<file path="src/rtl/display_scanout.sv">
// Raster timing generator and framebuffer scan-out for an RGB565 panel, with render-request tracking.
// Optional build macro SCANOUT_TEST_PATTERN_EN adds a colour-bar test pattern selectable at run time.
module display_scanout #(
    parameter int H_ACTIVE = 320,
    parameter int H_FP     = 16,
    parameter int H_SYNC   = 32,
    parameter int H_BP     = 32,
    parameter int V_ACTIVE = 240,
    parameter int V_FP     = 4,
    parameter int V_SYNC   = 4,
    parameter int V_BP     = 12
) (
    input  logic                        clk,
    input  logic                        rst,
`ifdef SCANOUT_TEST_PATTERN_EN
    input  logic                        test_pattern_sel,
`endif
    output logic [$clog2(H_ACTIVE)-1:0] x_out,
    output logic [$clog2(V_ACTIVE)-1:0] y_out,
    input  logic [15:0]                 pixel_in,
    output logic [15:0]                 rgb_out,
    output logic                        hsync,
    output logic                        vsync,
    output logic                        de,
    output logic                        frame_start,
    input  logic                        frame_done,
    output logic [7:0]                  late_count
);

    localparam int H_TOTAL = H_ACTIVE + H_FP + H_SYNC + H_BP;
    localparam int V_TOTAL = V_ACTIVE + V_FP + V_SYNC + V_BP;
    localparam int HW      = $clog2(H_TOTAL);
    localparam int VW      = $clog2(V_TOTAL);
    localparam int XW      = $clog2(H_ACTIVE);
    localparam int YW      = $clog2(V_ACTIVE);

    localparam logic [HW-1:0] H_LAST       = HW'(H_TOTAL - 1);
    localparam logic [HW-1:0] H_ACT        = HW'(H_ACTIVE);
    localparam logic [HW-1:0] H_SYNC_START = HW'(H_ACTIVE + H_FP);
    localparam logic [HW-1:0] H_SYNC_END   = HW'(H_ACTIVE + H_FP + H_SYNC);
    localparam logic [VW-1:0] V_LAST       = VW'(V_TOTAL - 1);
    localparam logic [VW-1:0] V_ACT        = VW'(V_ACTIVE);
    localparam logic [VW-1:0] V_SYNC_START = VW'(V_ACTIVE + V_FP);
    localparam logic [VW-1:0] V_SYNC_END   = VW'(V_ACTIVE + V_FP + V_SYNC);

    logic [HW-1:0] h_cnt_reg;
    logic [VW-1:0] v_cnt_reg;
    logic          active;
    logic          hsync_stage0;
    logic          vsync_stage0;
    logic [1:0]    de_pipe_reg;
    logic [1:0]    hsync_pipe_reg;
    logic [1:0]    vsync_pipe_reg;
    logic [15:0]   rgb_reg;
    logic [15:0]   pixel_src;
    logic          pending_reg;
    logic [7:0]    late_reg;

    always_ff @(posedge clk or negedge rst) begin
        if (!rst) begin
            h_cnt_reg <= '0;
            v_cnt_reg <= '0;
        end else if (h_cnt_reg == H_LAST) begin
            h_cnt_reg <= '0;
            v_cnt_reg <= (v_cnt_reg == V_LAST) ? '0 : v_cnt_reg + 1'b1;
        end else begin
            h_cnt_reg <= h_cnt_reg + 1'b1;
        end
    end

    always_comb begin
        active       = (h_cnt_reg < H_ACT) && (v_cnt_reg < V_ACT);
        hsync_stage0 = !((h_cnt_reg >= H_SYNC_START) && (h_cnt_reg < H_SYNC_END));
        vsync_stage0 = !((v_cnt_reg >= V_SYNC_START) && (v_cnt_reg < V_SYNC_END));
        x_out        = active ? h_cnt_reg[XW-1:0] : '0;
        y_out        = active ? v_cnt_reg[YW-1:0] : '0;
        frame_start  = (h_cnt_reg == '0) && (v_cnt_reg == V_ACT);
    end

`ifdef SCANOUT_TEST_PATTERN_EN
    // Eight equal-width bars, index 0 at the left edge.
    localparam int BAR_W = H_ACTIVE / 8;
    localparam logic [8*16-1:0] BAR_COLORS = {
        16'h0000, 16'h001F, 16'hF800, 16'hF81F,
        16'h07E0, 16'h07FF, 16'hFFE0, 16'hFFFF
    };

    logic [7:0]  bar_hit;
    logic [15:0] pattern_color;
    logic [15:0] pattern_reg;
    logic        pattern_sel_reg;

    for (genvar gi = 0; gi < 8; gi++) begin : g_bar
        assign bar_hit[gi] = (h_cnt_reg >= HW'(gi * BAR_W));
    end

    always_comb begin
        pattern_color = BAR_COLORS[15:0];
        for (int i = 0; i < 8; i++) begin
            if (bar_hit[i]) begin
                pattern_color = BAR_COLORS[i*16 +: 16];
            end
        end
    end

    // The pattern is computed alongside the framebuffer address so it lands with the read data.
    always_ff @(posedge clk or negedge rst) begin
        if (!rst) begin
            pattern_reg     <= '0;
            pattern_sel_reg <= 1'b0;
        end else begin
            pattern_reg     <= pattern_color;
            pattern_sel_reg <= test_pattern_sel;
        end
    end

    assign pixel_src = pattern_sel_reg ? pattern_reg : pixel_in;
`else
    assign pixel_src = pixel_in;
`endif

    // Two-stage alignment: stage 1 matches the framebuffer read, stage 2 the output register.
    always_ff @(posedge clk or negedge rst) begin
        if (!rst) begin
            de_pipe_reg    <= 2'b00;
            hsync_pipe_reg <= 2'b11;
            vsync_pipe_reg <= 2'b11;
            rgb_reg        <= '0;
        end else begin
            de_pipe_reg    <= {de_pipe_reg[0], active};
            hsync_pipe_reg <= {hsync_pipe_reg[0], hsync_stage0};
            vsync_pipe_reg <= {vsync_pipe_reg[0], vsync_stage0};
            rgb_reg        <= de_pipe_reg[0] ? pixel_src : 16'h0000;
        end
    end

    assign rgb_out = rgb_reg;
    assign de      = de_pipe_reg[1];
    assign hsync   = hsync_pipe_reg[1];
    assign vsync   = vsync_pipe_reg[1];

    // A request issued while the previous one is outstanding counts as a missed frame,
    // unless the completion arrives on the same clock.
    always_ff @(posedge clk or negedge rst) begin
        if (!rst) begin
            pending_reg <= 1'b0;
            late_reg    <= '0;
        end else if (frame_start) begin
            if (pending_reg && !frame_done && (late_reg != 8'hFF)) begin
                late_reg <= late_reg + 8'd1;
            end
            pending_reg <= 1'b1;
        end else if (frame_done) begin
            pending_reg <= 1'b0;
        end
    end

    assign late_count = late_reg;

endmodule

</file>
<file path="config.mk">
export PLATFORM = sky130hd
export DESIGN_NAME = display_scanout
export DESIGN_NICKNAME = d
export VERILOG_FILES = /design/src/rtl/display_scanout.sv
export SDC_FILE = /design/constraint.sdc
export NUM_CORES = 1
export LEC_CHECK = 0
export ABC_AREA = 0
export BUFFER_PORTS_ARGS = -buffer_cell sky130_fd_sc_hd__buf_2
export CAP_MARGIN = 20
export CORE_UTILIZATION = 47
export DETAILED_ROUTE_END_ITERATION = 16
export PLACE_DENSITY = 0.74
export SLEW_MARGIN = 20
export SYNTH_ARGS = -nofsm -noshare
export SYNTH_HDL_FRONTEND = slang
export SYNTH_SLANG_ARGS = --single-unit
</file>
<file path="constraint.sdc">
create_clock -name clk -period 1.8 [get_ports clk]
set_input_delay 0.27 -clock clk [delete_from_list [all_inputs] [get_ports clk]]
set_output_delay 0.27 -clock clk [all_outputs]
set_load 0.05 [all_outputs]
</file>
==> impl_metrics.py <==
metrics = {
    "run_status": {
        "status": "finished with violations",
        "failed_checks": "setup timing",
    },
    "sta": {
        "fin_crit_ns": 1.88,
        "fmax_ghz": 0.531,
        "skew_ns": 0.00722,
        "layout_setup_ws_ns": -0.0836,
        "hold_viol_final": 0,
        "tightest_slew_ns": 0.411,
        "slew_violations": 0,
        "setup_viol": 15,
        "rsz0062_at_grt": "yes",
        "maxSlewHeadroom_pct": 72.6,
        "hold_ws_ns": 0.172,
        "finalCritPeriodShare_pct": 105,
    },
    "placed_design": {
        "gp_congestion": 0.800,
        "hpwl_um": 3500,
        "dpl_cell_area_um2": 2930,
        "port_buffers": 63,
    },
    "worst_hold_path": {
        "hp-class": "in2reg",
        "whs_path_depth": 2,
        "min_from": "pixel_in[4]",
        "hold_end": "rgb_out[4]",
    },
    "cells_and_area": {
        "final_cell_mix": "buf_2, dfrtp_1, buf_4",
        "layout.nets": 329,
        "final_cell_area_um2": 3440,
        "antenna_cells": 0,
        "fillCellCount": 333,
        "area_growth_pct": 47.0,
        "layout-drive-gt1-share_pct": 53.9,
        "seq_area_um2": 1240,
        "multiInputGateArea_um2": 1200,
        "final_common_cell": "buf_2",
        "largest_register_ffs": 16,
    },
    "grt": {
        "grt_pass1_vias": 1813,
        "antenna_found_initial": 0,
        "grt_start_max_net_pins": 50,
        "grt_pass1_wl_um": 8490,
        "groute.usage.overall_pct": 21.3,
        "overflow": 0,
    },
    "yosys": {
        "synth_edf_count": 0,
        "syn_nets": 229,
        "yosysTopAreaCellShare_pct": 48.1,
        "ys_seq_area_share_pct": 52.6,
        "yosysWarnings": 0,
        "netlist_instances": 205,
        "ys_ff_latch": 49,
        "syn-cell-area_um2": 2340,
        "async_flop_share_pct": 100,
        "synth_flop_cell": "dfrtp_1",
        "synth.distinct_cells": 40,
        "yosysTopAreaCell": "dfrtp_1",
        "ys_top_cells_by_area": "dfrtp_1, and2_1, dfstp_2, xor2_1, nand2_1",
        "avgSynthCellArea_um2": 11.4,
    },
    "drt": {
        "drc_errors": 0,
        "first_pass_iters": 4,
        "ant_nets": 0,
        "drt_wl_total_um": 5620,
        "via_per_inst": 5.05,
        "vias": 1882,
        "drtIter0Drc": 56,
        "wl_per_cell_um": 15.1,
    },
    "run": {
        "cap_violations": 0,
    },
    "pwr": {
        "powerDensity_nw_per_um2": 552,
        "finalPower_mw": 1.90,
        "leakagePower_nw": 1.59,
        "vdd_drop_max_uv": 297,
    },
    "clocking": {
        "path_clk_slew_ns": 0.09,
        "clock-sinks": 49,
        "cts_tree": "done",
        "root_buffer": "clkbuf_8",
        "htree_levels": 2,
        "cts.path.max_buffers": 2,
        "cts_made_buffers": 5,
        "clock_latency_ns": 0.30,
    },
    "critical_path": {
        "worstPathRequired_ns": 1.53,
        "r2r-start": "v_cnt_reg[1]",
        "crit_type": "reg2out",
        "worstRegToRegCells": 6,
        "r2r_setup_slack_ns": 0.02,
        "cp_slowest_cell": "dfrtp_1",
        "arrival_ns": 1.61,
        "r2r-end": "late_count[1]",
        "end_kind": "output pin",
        "cp-start-kind": "flip-flop",
        "critical-path-max-stage-delay_ns": 0.40,
        "cp_cell_sequence": "inv_2 > ha_4 > nor4bb_4 > and4_4 > buf_8",
        "path_max_fanout": 2,
    },
    "die": {
        "io_pins": 64,
        "initial_core_util_pct": 49.2,
        "die_x_um": 72.6,
        "coreArea_um2": 4750,
        "num_rows": 25,
        "die-area_um2": 5270,
        "die_y_um": 72.6,
    },
}
==> layer usage <==
| layer | vias up | GRT usage [%] | share of wire (%) |
|---|---|---|---|
| li1 | 894 | - | - |
| met4 | 0 | 9.37 | 3.2 |
| met3 | 19 | 4.70 | 5.4 |
| met2 | 67 | 36.3 | 53 |
| met5 | - | 0 | 0 |
| met1 | 902 | 26.0 | 38 |
==> through the flow <==
step | setup slack, ns | std cells | utilization (%) | setup TNS (ns)
after detailed placement | -0.00881 | 354 | 61.6 | -0.00881
after CTS | -0.0533 | 368 | 68.4 | -0.562
final | -0.0836 | 373 | 72.4 | -0.658
after global routing | -0.155 | 373 | 72.4 | -1.63
after global placement | 0.0859 | 354 | 61.6 | 0
after floorplan | -0.146 | 205 | - | -0.700
==> Yosys cell counts, types with 2 or more instances <==
cell type	n
dfrtp_1	45
and2_1	29
nand2_1	17
nand3_1	10
xor2_1	10
nor2_1	9
inv_1	6
nand4_1	6
nor4_1	6
xnor2_1	6
buf_6	5
ha_1	5
nor3_1	5
and3_1	4
dfstp_2	4
nor3_2	4
mux2_2	3
o21ai_0	3
a21oi_1	2
buf_2	2
clkbuf_1	2
mux2i_1	2
nand4b_1	2
nor4_2	2
==> logic make-up after synthesis <==
kind of cell | after synthesis | synth area share, %
adders and majority gates | 5 | 2.67
buffers and inverters | 16 | 4.44
xor gates and xnor gates | 16 | 5.99
AOI/OAI and AO/OA | 7 | 1.66
muxes | 5 | 2.30
DFF | 49 | 52.6
and+or+nand+nor | 107 | 30.4
==> area by class of cell <==
| cell class | instances | area share (%) |
|---|---|---|
| clock buffers | 6 | 2.11 |
| clock inverters | 2 | 0.436 |
| repair buffers | 103 | 23.6 |
| inverters | 6 | 0.655 |
| flip-flops and latches | 49 | 36.0 |
| well taps | 67 | 2.44 |
| multi-input cells | 140 | 34.8 |
==> report_power, final <==
group / internal, mW / switching, mW
Combinational: 0.0416 / 0.103
Sequential: 1.12 / 0.00350
Clock: 0.274 / 0.358
Total: 1.43 / 0.465
==> worst max-delay path by stage <==
| stage | start | endpoint | slack [ns] | depth (start not counted) |
|---|---|---|---|---|
| 2_1_floorplan | v_cnt_reg[5] | x_out[0] | -0.15 | 3 |
| 3_3_place_gp | v_cnt_reg[0] | late_count[1] | 0.09 | 6 |
| 3_5_place_dp | v_cnt_reg[0] | late_count[1] | -0.009 | 6 |
| 4_1_cts | h_cnt_reg[1] | frame_start | -0.05 | 5 |
| 5_1_grt | h_cnt_reg[0] | frame_start | -0.16 | 5 |
| 6_report | h_cnt_reg[1] | frame_start | -0.08 | 5 |
==> what timing repair did <==
item                                    CTS  global route
resized for setup                        52            42
setup buffers                             5             5
endpoints found under the setup margin   19            27
pin swaps                                 4            16
endpoints found under the hold margin    45             0
hold buffers                              1             0
==> critical path: cells and delay by family (launching register included) <==
family        cells  cell delay [ns]
fa+ha+maj         1             0.13
buf+inv           2             0.24
flops             1             0.40
simple gates      2             0.55
Power figures use the tool's default switching activity.
